==> config.mk <==
export PLATFORM = sky130hd
export DESIGN_NAME = divider_flat
export DESIGN_NICKNAME = d
export VERILOG_FILES = /design/src/rtl/divider_if.sv /design/src/rtl/divider.sv /design/src/flat_wrapper.sv
export SDC_FILE = /design/constraint.sdc
export NUM_CORES = 1
export LEC_CHECK = 0
export BUFFER_PORTS_ARGS = -buffer_cell sky130_fd_sc_hd__buf_2
export CAP_MARGIN = 10
export CORE_MARGIN = 2
export CORE_UTILIZATION = 52
export CTS_BUF_LIST = sky130_fd_sc_hd__clkbuf_8 sky130_fd_sc_hd__clkbuf_16
export CTS_CLUSTER_DIAMETER = 30
export DETAILED_ROUTE_END_ITERATION = 7
export GPL_TIMING_DRIVEN = 0
export PLACE_DENSITY = 0.77
export SLEW_MARGIN = 20
export SYNTH_ARGS = -nofsm -noshare
export SYNTH_HDL_FRONTEND = slang
export SYNTH_SLANG_ARGS = --single-unit
==> constraint.sdc <==
create_clock -name clk -period 7 [get_ports clk]
set_input_delay 1.4 -clock clk [delete_from_list [all_inputs] [get_ports clk]]
set_output_delay 1.4 -clock clk [all_outputs]
set_load 0.02 [all_outputs]
==> src/rtl/divider_if.sv <==
// divider_if: start/out_en handshake bundle for the sequential divider.
// The sticky signal exists only when DIV_STICKY_EN is defined.
interface divider_if #(
  parameter int WIDTH = 24
);
  logic                 start;
  logic [2*WIDTH-1:0]   p;
  logic [WIDTH-1:0]     d;
  logic [WIDTH-1:0]     q;
  logic [WIDTH-1:0]     r;
  logic                 ovf;
  logic                 busy;
  logic                 out_en;
`ifdef DIV_STICKY_EN
  logic                 sticky;
`endif

  modport master (
    output start, p, d,
    input  q, r, ovf, busy, out_en
`ifdef DIV_STICKY_EN
    , input sticky
`endif
  );

  modport slave (
    input  start, p, d,
    output q, r, ovf, busy, out_en
`ifdef DIV_STICKY_EN
    , output sticky
`endif
  );
endinterface

==> src/rtl/divider.sv <==
// divider: sequential restoring divider, 2*WIDTH-bit dividend by WIDTH-bit
// divisor, one quotient bit per clock. Overflow (including d = 0) is detected
// at load and reported immediately with q = all ones, r = 0.
// Optional feature macro: DIV_STICKY_EN adds a registered sticky = (r != 0).
module divider #(
  parameter int WIDTH = 24
) (
  input  logic     clk,
  input  logic     reset,
  divider_if.slave bus
);
  localparam int CW = (WIDTH > 1) ? $clog2(WIDTH) : 1;

  typedef enum logic [1:0] {IDLE, RUN, DONE} state_t;

  state_t           state;
  logic [WIDTH-1:0] rem;
  logic [WIDTH-1:0] dvd;
  logic [WIDTH-1:0] div;
  logic [CW-1:0]    count;

  logic [WIDTH-1:0] res_q;
  logic [WIDTH-1:0] res_r;
  logic             res_ovf;
  logic             busy_flag;
  logic             valid;
`ifdef DIV_STICKY_EN
  logic             res_sticky;
`endif

  logic [WIDTH:0]   trial;
  logic [WIDTH-1:0] diff;
  logic             fits;
  logic [WIDTH-1:0] rem_step;
  logic [WIDTH-1:0] dvd_step;
  logic             load_ovf;

  // One restoring step: W+1-bit trial so the bit shifted out of rem is kept.
  // When the trial fits, the true difference is below d, so W bits suffice.
  always_comb begin
    trial    = {rem, dvd[WIDTH-1]};
    fits     = (trial >= {1'b0, div});
    diff     = trial[WIDTH-1:0] - div;
    rem_step = fits ? diff : trial[WIDTH-1:0];
    dvd_step = {dvd[WIDTH-2:0], fits};
    load_ovf = (bus.p[2*WIDTH-1:WIDTH] >= bus.d);
  end

  // Control FSM and datapath; results only change on the DONE-entry edge.
  always_ff @(posedge clk) begin
    if (!reset) begin
      state      <= IDLE;
      rem        <= '0;
      dvd        <= '0;
      div        <= '0;
      count      <= '0;
      res_q      <= '0;
      res_r      <= '0;
      res_ovf    <= 1'b0;
      busy_flag  <= 1'b0;
      valid      <= 1'b0;
`ifdef DIV_STICKY_EN
      res_sticky <= 1'b0;
`endif
    end else begin
      case (state)
        IDLE: begin
          valid <= 1'b0;
          if (bus.start) begin
            div       <= bus.d;
            rem       <= bus.p[2*WIDTH-1:WIDTH];
            dvd       <= bus.p[WIDTH-1:0];
            count     <= '0;
            busy_flag <= 1'b1;
            if (load_ovf) begin
              state      <= DONE;
              res_q      <= '1;
              res_r      <= '0;
              res_ovf    <= 1'b1;
              valid      <= 1'b1;
`ifdef DIV_STICKY_EN
              res_sticky <= 1'b0;
`endif
            end else begin
              state <= RUN;
            end
          end
        end
        RUN: begin
          rem   <= rem_step;
          dvd   <= dvd_step;
          count <= count + 1'b1;
          if (count == CW'(WIDTH - 1)) begin
            state      <= DONE;
            res_q      <= dvd_step;
            res_r      <= rem_step;
            res_ovf    <= 1'b0;
            valid      <= 1'b1;
`ifdef DIV_STICKY_EN
            res_sticky <= |rem_step;
`endif
          end
        end
        DONE: begin
          valid     <= 1'b0;
          busy_flag <= 1'b0;
          state     <= IDLE;
        end
        default: begin
          state <= IDLE;
        end
      endcase
    end
  end

  assign bus.q      = res_q;
  assign bus.r      = res_r;
  assign bus.ovf    = res_ovf;
  assign bus.busy   = busy_flag;
  assign bus.out_en = valid;
`ifdef DIV_STICKY_EN
  assign bus.sticky = res_sticky;
`endif
endmodule

==> src/flat_wrapper.sv <==
// flat-port wrapper written by rule: the top's interface ports become plain ports
module divider_flat 
#(
  parameter int WIDTH = 24
)
  (clk, reset, bus_start, bus_p, bus_d, bus_q, bus_r, bus_ovf, bus_busy, bus_out_en);
  divider_if #(.WIDTH(WIDTH)) bus_i ();
  input  logic clk;
  input  logic reset;
  input wire logic [$bits(bus_i.start)-1:0] bus_start;
  input wire logic [$bits(bus_i.p)-1:0] bus_p;
  input wire logic [$bits(bus_i.d)-1:0] bus_d;
  output wire logic [$bits(bus_i.q)-1:0] bus_q;
  output wire logic [$bits(bus_i.r)-1:0] bus_r;
  output wire logic [$bits(bus_i.ovf)-1:0] bus_ovf;
  output wire logic [$bits(bus_i.busy)-1:0] bus_busy;
  output wire logic [$bits(bus_i.out_en)-1:0] bus_out_en;
  assign bus_i.start = bus_start;
  assign bus_i.p = bus_p;
  assign bus_i.d = bus_d;
  assign bus_q = bus_i.q;
  assign bus_r = bus_i.r;
  assign bus_ovf = bus_i.ovf;
  assign bus_busy = bus_i.busy;
  assign bus_out_en = bus_i.out_en;
  divider #(.WIDTH(WIDTH)) u_core (.clk(clk), .reset(reset), .bus(bus_i));
endmodule
==> summary.txt, run 1 <==
=========================================================================================
Run status ................................................................. finished, final reports clean
Hold Violations, Final .....................................................            0
Setup total negative slack .................................................         0 ns
Post-synthesis to final-layout area growth .................................        19.7%
Flip-flop and latch count after synthesis ..................................          130
Worst setup skew after layout ..............................................   0.00897 ns
Maximum clock insertion buffer count .......................................            2
Part of the cycle the worst path needs .....................................        56.8%
Clock tree from TritonCTS ..................................................          yes
GRT Overall Usage ..........................................................        29.7%
Data arrival at the endpoint of the critical path ..........................      4.27 ns
Reg clk slew, reported paths ...............................................      0.05 ns
Delay-heaviest family, CP .................................................. compound AO/OA/AOI/OAI gates
Hold WC Path Type ..........................................................      reg2reg
Total core area ............................................................   0.0138 mm2
Worst hold slack across all endpoints ......................................     0.455 ns
Number of resized instances in the post-cts repair step ....................            0
Max-capacitance violation count ............................................            0
Count of port buffers added during placement ...............................          125
R2R cell count .............................................................            9
Number of endpoints failing setup at the final stage .......................            0
RSZ-0062 raised after global routing .......................................           no
Root Driver ................................................................    clkbuf_16
Number of DRC violations after detailed-routing iteration 0 ................          696
Latest clock arrival within the worst-skew pair ............................      0.43 ns
Largest net degree at the start of global routing ..........................           17
Remaining global-route overflow ............................................            0
First-pass GRT wire length .................................................      34.2 mm
Total stage count of the critical path .....................................           12
H-tree depth reported by CTS ...............................................            4
Reg-to-reg setup timing slack ..............................................      3.60 ns
Transition time at the pin with the least slew margin ......................     0.936 ns
Post CTS Setup Buffer Count ................................................            0
Fraction of layout instances using a drive strength above 1 ................        18.7%
Antenna violations before repair ...........................................            0
Proportion of synthesized chip area in sequential cells ....................        35.7%
Full die area ..............................................................   0.0150 mm2
LEAKAGE ....................................................................      3.83 nW
FF-to-FF End ............................................................... u_core.rem[15]
Share of the synthesized area in the top cell type .........................        35.7%
EDFF count, synth ..........................................................            0
Post-synthesis cell type with the largest combined area ....................      dfxtp_1
Max frequency ..............................................................    0.252 GHz
CP Buf/Inv Count ...........................................................            4
Drc violations .............................................................            0
Synth Warn # ...............................................................            0
Tmin final .................................................................      3.97 ns
Data required time of the critical path ....................................      7.30 ns
Slew Viols, Final ..........................................................            0
Predominant post-synthesis flop cell .......................................      dfxtp_1
Headroom to the max-slew limit .............................................        37.6%
Largest cells by area after synthesis ...................................... dfxtp_1 (36%), ha_1 (8.9%), mux2i_1 (5.3%)
Worst path most repeated cell ..............................................        buf_2
Proportion of register bits with asynchronous set or reset after synthesis .           0%
Slowest cell on crit path ..................................................    a2111oi_4
Routed wirelength normalized by instance count .............................      18.0 um
WL final ...................................................................      21.6 mm
Die boundary height ........................................................       122 um
Type of origin of the critical path ........................................   input port
Syn Nets ...................................................................          989
Unique cell type count in the Yosys netlist ................................           73
Netlist area before placement ..............................................  0.00730 mm2
Worst Setup SP .............................................................     bus_d[4]
Initial DRT Pass Iterations ................................................            5
Cell Pwr Density ...........................................................   492 mW/mm2
Average cell area after synthesis ..........................................     8.48 um2
Vias after detailed routing ................................................        6,918
Category of the most critical setup path ...................................       in2reg
Floorplan die width ........................................................       122 um
Synthesized instance count .................................................          861
Reg2Reg Launch Point ....................................................... u_core.state[1]
GP Congestion ..............................................................        0.965
Total number of clock tree sinks ...........................................          130
Final antenna-violating net count ..........................................            0
Effective utilization at floorplan .........................................        53.0%
Endpoint kind of the worst setup timing path ...............................     register
Critical Path Sink ......................................................... u_core.bus.r[11]
Detailed placer's ending HPWL ..............................................      15.6 mm
Post-detailed-route via-to-cell ratio ......................................         5.77
Clock buffers created by TritonCTS .........................................           17
Total number of nets in the final design ...................................        1,133
Longest individual stage delay on the worst path ...........................      0.65 ns
Std cell rows ..............................................................           43
Number of buffers added to fix hold violations after cts ...................            0
Via count of the first global-routing pass .................................        6,802
Footprint of the flip-flops and latches ....................................  0.00260 mm2
Cell-by-cell listing of the critical path .................................. buf_2 > inv_1 > ha_1 > a21o_1 > a2111oi_0 > o21ai_1 > a2111oi_4 > nor2_1 > buf_2 > nand3_2 > buf_6 > o2bb2ai_1
Biggest fanout along the worst timing path .................................           10
Peak supply drop ...........................................................   0.000290 V
Multi-input gate area ......................................................  0.00425 mm2
Number of fill cells .......................................................        1,249
Number of placed I/O pins ..................................................          126
=========================================================================================
==> power breakdown <==
part	internal, mW	switching [mW]
Sequential	0.939	0.129
Combinational	0.901	1.45
Clock	0.546	0.329
Total	2.39	1.91
==> Yosys cell counts (3+ instances only) <==
cell       count
dfxtp_1      130
nand2_1       88
nor2_1        76
a21oi_1       66
inv_1         56
ha_1          52
clkbuf_1      39
mux2i_1       39
o21ai_0       37
a211oi_1      23
or4_1         23
a22oi_1       19
o21ai_1       19
o2bb2ai_1     17
xnor2_1       17
a21o_1        16
and2_1        11
a22o_1         8
buf_2          8
nand3_1        8
o22ai_1        7
a211o_1        6
nand4_1        6
nor3_1         6
and4_1         5
xor2_1         5
and3_1         4
nand2b_1       4
buf_6          3
nand3b_1       3
nor2b_1        3
o21a_1         3
==> worst min-delay path by stage <==
stage	slack, ns	to	start	cells past startpoint
floorplan	0.44	u_core.div[10]	u_core.div[10]	2
global placement	0.44	u_core.bus.r[12]	u_core.bus.r[12]	1
detailed placement	0.45	u_core.bus.r[14]	u_core.bus.r[14]	1
CTS	0.46	u_core.div[18]	u_core.div[18]	2
global route	0.47	u_core.bus.r[14]	u_core.bus.r[14]	1
finish	0.45	u_core.div[20]	u_core.div[20]	2
==> layout by cell type, fill, tap and decap left out, types with 3 or more instances in the layout <==
cell	Yosys	routed
a21o_1	16	16
o2bb2ai_1	17	17
o21a_1	3	3
nand3b_1	3	3
and4_1	5	5
nand4_1	6	6
nor2b_1	3	3
buf_6	3	3
inv_1	56	58
clkbuf_8	0	3
dfxtp_1	130	130
nor3_1	6	6
nor2_1	76	76
nand3_1	8	8
ha_1	52	52
xor2_1	5	5
clkinv_2	0	4
clkbuf_16	0	17
nand2b_1	4	4
o21ai_0	37	37
o22ai_1	7	7
o21ai_1	19	19
and3_1	4	4
mux2i_1	39	39
a211o_1	6	6
a21oi_1	66	66
a22oi_1	19	19
and2_1	11	11
nand2_1	88	88
a211oi_1	23	23
xnor2_1	17	17
clkbuf_1	39	39
or4_1	23	23
buf_2	8	133
a22o_1	8	8
==> routing by layer <==
metal  global-route usage [%]  part of all wire, %  up-vias
met5                        0                    0        -
met4                     14.8                  4.3        0
met3                     6.27                  7.4       69
met2                     49.8                   47      259
met1                     36.0                   41     3214
li1                         -                    -     3376
==> cell type report <==
class / instances / share of cell area, %
well taps: 180 / 2.58
repair buffers: 125 / 7.16
clock buffers: 20 / 5.34
diodes: 1 / 0.0286
multi-input cells: 620 / 48.6
plain buffers: 54 / 2.76
flip-flops and latches: 130 / 29.8
clock inverters: 11 / 1.29
inverters: 57 / 2.45
==> registers in the layout, indices dropped and copies added, names as in the netlist <==
register,count
u_core.count,5
u_core.bus.q,24
u_core.rem,24
u_core.bus.ovf,1
u_core.bus.r,24
u_core.div,24
u_core.bus.busy,1
u_core.bus.out_en,1
u_core.state,2
u_core.dvd,24
==> through the flow <==
stage	setup WS, ns	area [um2]	total power, mW	instances	util, %
floorplan	3.39	7300	2.78	861	-
global route	2.87	8740	4.57	1197	63.4
detailed placement	2.67	8160	3.36	1166	59.2
finish	3.03	8740	4.30	1198	63.5
global placement	2.69	8150	3.34	1166	59.2
CTS	3.11	8740	4.26	1197	63.4
==> cell families after synthesis <==
group / Yosys count / synth area share [%]
AOI/OAI and AO/OA: 257 / 24.3
and+or+nand+nor: 248 / 16.4
DFF: 130 / 35.7
buffers and inverters: 111 / 6.24
adders and majority gates: 53 / 9.19
muxes: 40 / 5.55
xor gates and xnor gates: 22 / 2.64
==> worst min-delay path, stage by stage, from the launching register on <==
cell,delay (ns)
dfxtp_1,0.31
nand2_1,0.05
a21oi_1,0.05
Power figures use the tool's default switching activity.
==> run 2: changes to the inputs <==
CORE_UTILIZATION = 51   (was 52)
PLACE_DENSITY = 0.79   (was 0.77)
clock period = 3.3 ns   (was 7 ns; I/O delays follow)
==> run 2 against run 1 <==
  * Clock skew up 0.00076 ns
  * Sequential share of layout area fell by 0.18 points
  * Setup slack worse by 2.9 ns
  * First-iteration DRC count decreased by 20%
  * Critical endpoint is now u_core.rem[17]
==> summary.txt, run 2 (synthesis gave the netlist of run 1 again) <==
==========================================================================
Post-detailed-route via-to-cell ratio .......................         5.82   +0.76%
Number of buffers added to fix hold violations after cts ....            0   unchanged
Initial DRT Pass Iterations .................................            8   +3
Number of fill cells ........................................        1,229   -1.6%
Die boundary height .........................................       124 um   +0.94%
Total core area .............................................   0.0139 mm2   +1.2%
Effective utilization at floorplan ..........................        52.4%   -0.61 points
Run status .................................................. finished, final reports clean
Std cell rows ...............................................           43   unchanged
Data required time of the critical path .....................      3.61 ns   -3.69 ns
GP Congestion ...............................................        0.948   -1.8%
Maximum clock insertion buffer count ........................            2   unchanged
Clock buffers created by TritonCTS ..........................           17   unchanged
Uppermost layer routed ......................................         met4
Multi-input gate area .......................................  0.00427 mm2   +0.35%
Slew Viols, Final ...........................................            0   unchanged
Latest clock arrival within the worst-skew pair .............      0.43 ns   about the same
Type of origin of the critical path .........................     register
Transition time at the pin with the least slew margin .......     0.872 ns   -0.0638 ns
Worst setup margin ..........................................     0.152 ns   -2.87 ns
Max-capacitance violation count .............................            0   unchanged
Clock tree from TritonCTS ...................................          yes
Most common cell after layout, fill and taps aside ..........        buf_2
Tmin final ..................................................      3.15 ns
Max frequency ...............................................    0.318 GHz
Cell Pwr Density ............................................  1050 mW/mm2   +110%
Final antenna-violating net count ...........................            0   unchanged
Endpoint kind of the worst setup timing path ................     register
Detailed-route wire length on metal 1 .......................      8.94 mm   +0.21%
Hold WC Path Type ...........................................      reg2reg
Cell-by-cell listing of the critical path ................... inv_1 > ha_1 > clkbuf_1 > inv_1 > nor2_1 > a21oi_1 > clkbuf_1 > a22oi_1 > o21ai_0 > and2_1
Total number of clock tree sinks ............................          130   unchanged
Largest net degree at the start of global routing ...........           17   unchanged
Via count of the first global-routing pass ..................        6,800   -0.029%
Drc violations ..............................................            0   unchanged
Routed wirelength normalized by instance count ..............      18.0 um   +0.27%
Category of the most critical setup path ....................      reg2reg
Part of the cycle the worst path needs ......................        95.4%
Headroom to the max-slew limit ..............................        41.9%   +4.3 points
CP Buf/Inv Count ............................................            4   unchanged
Remaining global-route overflow .............................            0   unchanged
Sum of met2 wire segment lengths after detailed routing .....      10.1 mm   about the same
Reg clk slew, reported paths ................................      0.06 ns   about the same
Slowest cell on crit path ...................................       nor2_1
WL final ....................................................      21.7 mm   +0.44%
Worst setup skew after layout ...............................   0.00973 ns   +0.000762 ns
Footprint of the flip-flops and latches .....................  0.00260 mm2   unchanged
Floorplan die width .........................................       124 um   +0.94%
GRT Overall Usage ...........................................        29.2%   -0.54 points
Full die area ...............................................   0.0153 mm2   +1.9%
LEAKAGE .....................................................      3.85 nW   +0.44%
Leading cell types in the layout, fill and taps excluded .... buf_2 (133), dfxtp_1 (130), nand2_1 (88), nor2_1 (76), a21oi_1 (66)
Detailed placer's ending HPWL ...............................      15.8 mm   +0.78%
Longest individual stage delay on the worst path ............      0.60 ns   -0.05 ns
RSZ-0062 raised after global routing ........................           no
Root Driver .................................................    clkbuf_16
Worst setup slack after placement ...........................    -0.284 ns   -2.95 ns
Post-synthesis to final-layout area growth ..................        20.5%
Fraction of layout instances using a drive strength above 1 .        19.2%   +0.53 points
H-tree depth reported by CTS ................................            4   unchanged
First-pass GRT wire length ..................................      34.0 mm   -0.57%
Total number of nets in the final design ....................        1,135   +0.18%
Biggest fanout along the worst timing path ..................           10   unchanged
Hold Violations, Final ......................................            0   unchanged
Core occupancy in the finished layout .......................        63.1%   -0.35 points
Number of placed I/O pins ...................................          126   unchanged
Number of endpoints failing setup at the final stage ........            0   unchanged
Data arrival at the endpoint of the critical path ...........      3.46 ns   -0.81 ns
Count of antenna diodes in the layout .......................            0   -1
Peak supply drop ............................................   0.000713 V   +150%
Vias after detailed routing .................................        6,982   +0.93%
Number of DRC violations after detailed-routing iteration 0 .          560   -20%
Delay-heaviest family, CP ................................... buffers and inverters
Count of port buffers added during placement ................          125   unchanged
Routed wire length on met3 ..................................      1.74 mm   +9.4%
Antenna violations before repair ............................            0   unchanged
==========================================================================
run 2: changes by cell type in the layout (fill, tap and decap cells not counted), sizes merged:
cell	before	now
buf	138	140
inv	59	58
clkbuf	61	62
diode	1	0
clkinvlp	1	2
run 2: area by class of cell:
cell class              instances  share of cell area, %
multi-input cells             620                   48.5
flip-flops and latches        130                   29.6
repair buffers                127                   7.28
clock buffers                  21                   5.46
plain buffers                  54                   2.75
well taps                     180                   2.56
inverters                      57                   2.43
clock inverters                11                   1.42
run 2: worst min-delay path: stages, from the launching register on:
cell and delay, ns:
dfxtp_1 0.31, nand2_1 0.05, a21oi_1 0.05
run 2: timing repair:
action,4_1_cts,5_1_grt
buffers inserted,0,2
setup endpoints to repair,0,32
resized for setup,0,2
run 2: through the flow:
step	TNS, ns	cell area, um2	total power, mW	hold WS, ns	cells
finish	0	8790	9.23	0.454	1200
global route	0	8790	9.84	0.473	1200
CTS	0	8760	9.12	0.454	1198
detailed placement	-8.16	8160	7.16	0.445	1166
global placement	-5.59	8150	7.07	0.441	1166
floorplan	0	7300	5.91	0.436	861
run 2: worst paths after layout:
check / startpoint / end / slack, ns / cells after the start
worst min-delay path: u_core.div[15] / u_core.div[15] / 0.45 / 2
worst max register to register: u_core.state[1] / u_core.rem[17] / 0.15 / 10
worst max-delay path: u_core.state[1] / u_core.rem[17] / 0.15 / 10
worst min register to register: u_core.div[15] / u_core.div[15] / 0.45 / 2
run 2: power breakdown:
group          switching, mW  leakage (nW)  internal, mW
Combinational           3.11          2.49          1.93
Sequential             0.276          1.07          1.99
Clock                  0.726         0.296          1.19
Total                   4.11          3.85          5.12
run 2: per-layer routing:
layer	vias to the layer above	GRT usage, %
li1	3395	-
met1	3242	35.4
met2	280	48.4
met3	65	8.10
met4	0	12.7
met5	-	0
==> run 3: changes to the inputs <==
GPL_TIMING_DRIVEN = 1   (was 0)
==> run 3 against run 2 <==
  * Largest cell class unchanged
  * Combinational power is 3% lower
  * Flip-flop and latch count is the same
  * Cell area decreased by 1.4%
  * Power fell by 2.1%
  * Global-route usage fell by 2.0 points
  * Maximum frequency increased by 5.5%
  * Critical path type unchanged
  * Critical path depth unchanged
  * Count of clock-buffer cells in the layout shrank 4
==> summary.txt, run 3 (synthesis gave the netlist of run 1 again) <==
==========================================================================
Run status .................................................. finished, final reports clean
Hold WC Path Type ...........................................      reg2reg
Endpoint kind of the worst setup timing path ................     register
Cell-by-cell listing of the critical path ................... inv_1 > ha_1 > and2_4 > a221oi_2 > a21oi_1 > o31ai_4 > and2_1 > mux2i_1 > a311oi_2 > o22ai_1
Most common cell after layout, fill and taps aside ..........      dfxtp_1
CP Buf/Inv Count ............................................            1   -3
Total core area .............................................   0.0139 mm2   unchanged
Worst setup slack after placement ...........................   -0.0586 ns   +0.226 ns
Slowest cell on crit path ...................................     a311oi_2
Antenna violations before repair ............................            0   unchanged
Delay-heaviest family, CP ................................... compound AO/OA/AOI/OAI gates
Peak supply drop ............................................   0.000664 V   -6.8%
Initial DRT Pass Iterations .................................            5   -3
Clock buffers created by TritonCTS ..........................           17   unchanged
Root Driver .................................................    clkbuf_16
Worst Setup SP .............................................. u_core.div[4]
Worst setup margin ..........................................     0.315 ns   +0.163 ns
Number of endpoints failing setup at the final stage ........            0   unchanged
GP Congestion ...............................................        0.885   -6.6%
Tmin final ..................................................      2.98 ns   -0.163 ns
Maximum clock insertion buffer count ........................            2   unchanged
Count of antenna diodes in the layout .......................            0   unchanged
Type of origin of the critical path .........................     register
Met3 usage ..................................................        6.82%   -1.3 points
Routed wirelength normalized by instance count ..............      17.4 um   -3.7%
LEAKAGE .....................................................      3.81 nW   -0.95%
Combinational power share ...................................        54.2%   -0.4 points
Count of port buffers added during placement ................          125   unchanged
Number of resized instances in the post-cts repair step .....            0   unchanged
Data required time of the critical path .....................      3.60 ns   about the same
WL final ....................................................      20.2 mm   -6.6%
Area of placed instances ....................................  0.00809 mm2   -0.89%
Die boundary height .........................................       124 um   unchanged
Number of buffers added to fix hold violations after cts ....            0   unchanged
Std cell rows ...............................................           43   unchanged
Number of placed I/O pins ...................................          126   unchanged
Transition time at the pin with the least slew margin .......      1.09 ns   +0.214 ns
Longest individual stage delay on the worst path ............      0.38 ns   -0.22 ns
Full die area ...............................................   0.0153 mm2   unchanged
Number of DRC violations after detailed-routing iteration 0 .          472   -16%
Reg2Reg Launch Point ........................................ u_core.div[4]
Leading cell types in the layout, fill and taps excluded .... dfxtp_1 (130), buf_2 (125), nand2_1 (88), nor2_1 (74), a21oi_1 (65)
Met1 Resource Use GR ........................................        32.5%   -2.8 points
Latest clock arrival within the worst-skew pair .............      0.43 ns   about the same
Max-capacitance violation count .............................            0   unchanged
R2R cell count ..............................................           10   unchanged
Total stage count of the critical path ......................           10   unchanged
Biggest fanout along the worst timing path ..................            7   -3
Net Switching ...............................................      3.99 mW   -3.0%
Met2 Track Usage GR .........................................        46.4%   -2.0 points
Drc violations ..............................................            0   unchanged
Setup total negative slack ..................................         0 ns   unchanged
Post-detailed-route via-to-cell ratio .......................         5.90   +1.3%
Via count of the first global-routing pass ..................        6,631   -2.5%
Max frequency ...............................................    0.335 GHz   +5.5%
Most Crowded Layer GR .......................................         met2
Clock share of power ........................................        20.7%   about the same
GRT Overall Usage ...........................................        27.1%   -2.0 points
Vias after detailed routing .................................        6,856   -1.8%
Remaining global-route overflow .............................            0   unchanged
Effective utilization at floorplan ..........................        52.4%   unchanged
Data arrival at the endpoint of the critical path ...........      3.29 ns   -0.17 ns
H-tree depth reported by CTS ................................            4   unchanged
Detailed placer's ending HPWL ...............................      14.1 mm   -10%
Slew Viols, Final ...........................................            0   unchanged
Reg clk slew, reported paths ................................      0.06 ns   about the same
Critical Path Sink .......................................... u_core.bus.r[20]
Total number of clock tree sinks ............................          130   unchanged
Post CTS Setup Buffer Count .................................            0   unchanged
Proportion of power drawn by flip-flops and latches .........        25.1%   +0.5 points
Part of the cycle the worst path needs ......................        90.4%   -4.9 points
Cell Pwr Density ............................................  1040 mW/mm2   -0.70%
Floorplan die width .........................................       124 um   unchanged
Category of the most critical setup path ....................      reg2reg
FF-to-FF End ................................................ u_core.bus.r[20]
Reg-to-reg setup timing slack ...............................      0.32 ns   +0.16 ns
Fraction of power spent switching nets ......................        44.1%   -0.41 points
Post-synthesis to final-layout area growth ..................        18.8%
Fraction of layout instances using a drive strength above 1 .        20.7%   +1.4 points
Int Power ...................................................      5.05 mW   -1.4%
Headroom to the max-slew limit ..............................        27.0%   -15 points
Total number of nets in the final design ....................        1,098   -3.3%
Clock tree from TritonCTS ...................................          yes
Finished Cell Area ..........................................  0.00867 mm2   -1.4%
Final antenna-violating net count ...........................            0   unchanged
Worst setup skew after layout ...............................   0.00947 ns   -0.000262 ns
Hold Violations, Final ......................................            0   unchanged
Largest net degree at the start of global routing ...........           66   +49
RSZ-0062 raised after global routing ........................           no
First-pass GRT wire length ..................................      32.0 mm   -5.6%
==========================================================================
run 3: layer usage:
metal	part of all wire, %	vias to the layer above
li1	-	3320
met1	42	3282
met2	48	218
met3	6.4	36
met4	2.7	0
met5	0	-
run 3: how the worst min path moves through the flow:
stage                                 end  cells after the start  slack, ns            start
after global routing       u_core.div[19]                      2       0.47   u_core.div[19]
after detailed placement  u_core.bus.r[9]                      1       0.44  u_core.bus.r[9]
final                      u_core.div[18]                      2       0.46   u_core.div[18]
after global placement     u_core.div[14]                      2       0.44   u_core.div[14]
after CTS                   u_core.div[6]                      2       0.46    u_core.div[6]
after floorplan            u_core.div[10]                      2       0.44   u_core.div[10]
run 3: tightest hold or removal path, delay by kind of cell, from the launching register on:
kind	cells	cell delay (ns)
AO/OA/AOI/OAI	1	0.05
flip-flops	1	0.31
AND/OR/NAND/NOR	1	0.05
run 3: cell type report:
class | instances | area, um2
sequential | 130 | 2600
tap | 180 | 225
multi-input combinational | 620 | 4260
fill | 1204 | 5260
inverter | 57 | 214
clock buffer | 17 | 425
timing repair buffer | 144 | 781
clock inverter | 15 | 159
run 3: power groups by stage:
stage / logic, mW / clock network [mW] / registers (mW)
finish: 4.90 / 1.87 / 2.27
global route: 5.37 / 1.95 / 2.31
CTS: 4.88 / 1.88 / 2.26
detailed placement: 4.83 / 0 / 2.28
global placement: 4.74 / 0 / 2.28
floorplan: 3.48 / 0 / 2.43
run 3: metrics by stage:
step | hold WS [ns] | instances | util (%) | total power [mW]
global placement | 0.444 | 1131 | 58.0 | 7.02
finish | 0.455 | 1163 | 62.2 | 9.04
floorplan | 0.436 | 861 | - | 5.91
detailed placement | 0.444 | 1131 | 58.0 | 7.11
global route | 0.471 | 1163 | 62.2 | 9.64
CTS | 0.456 | 1163 | 62.2 | 9.02
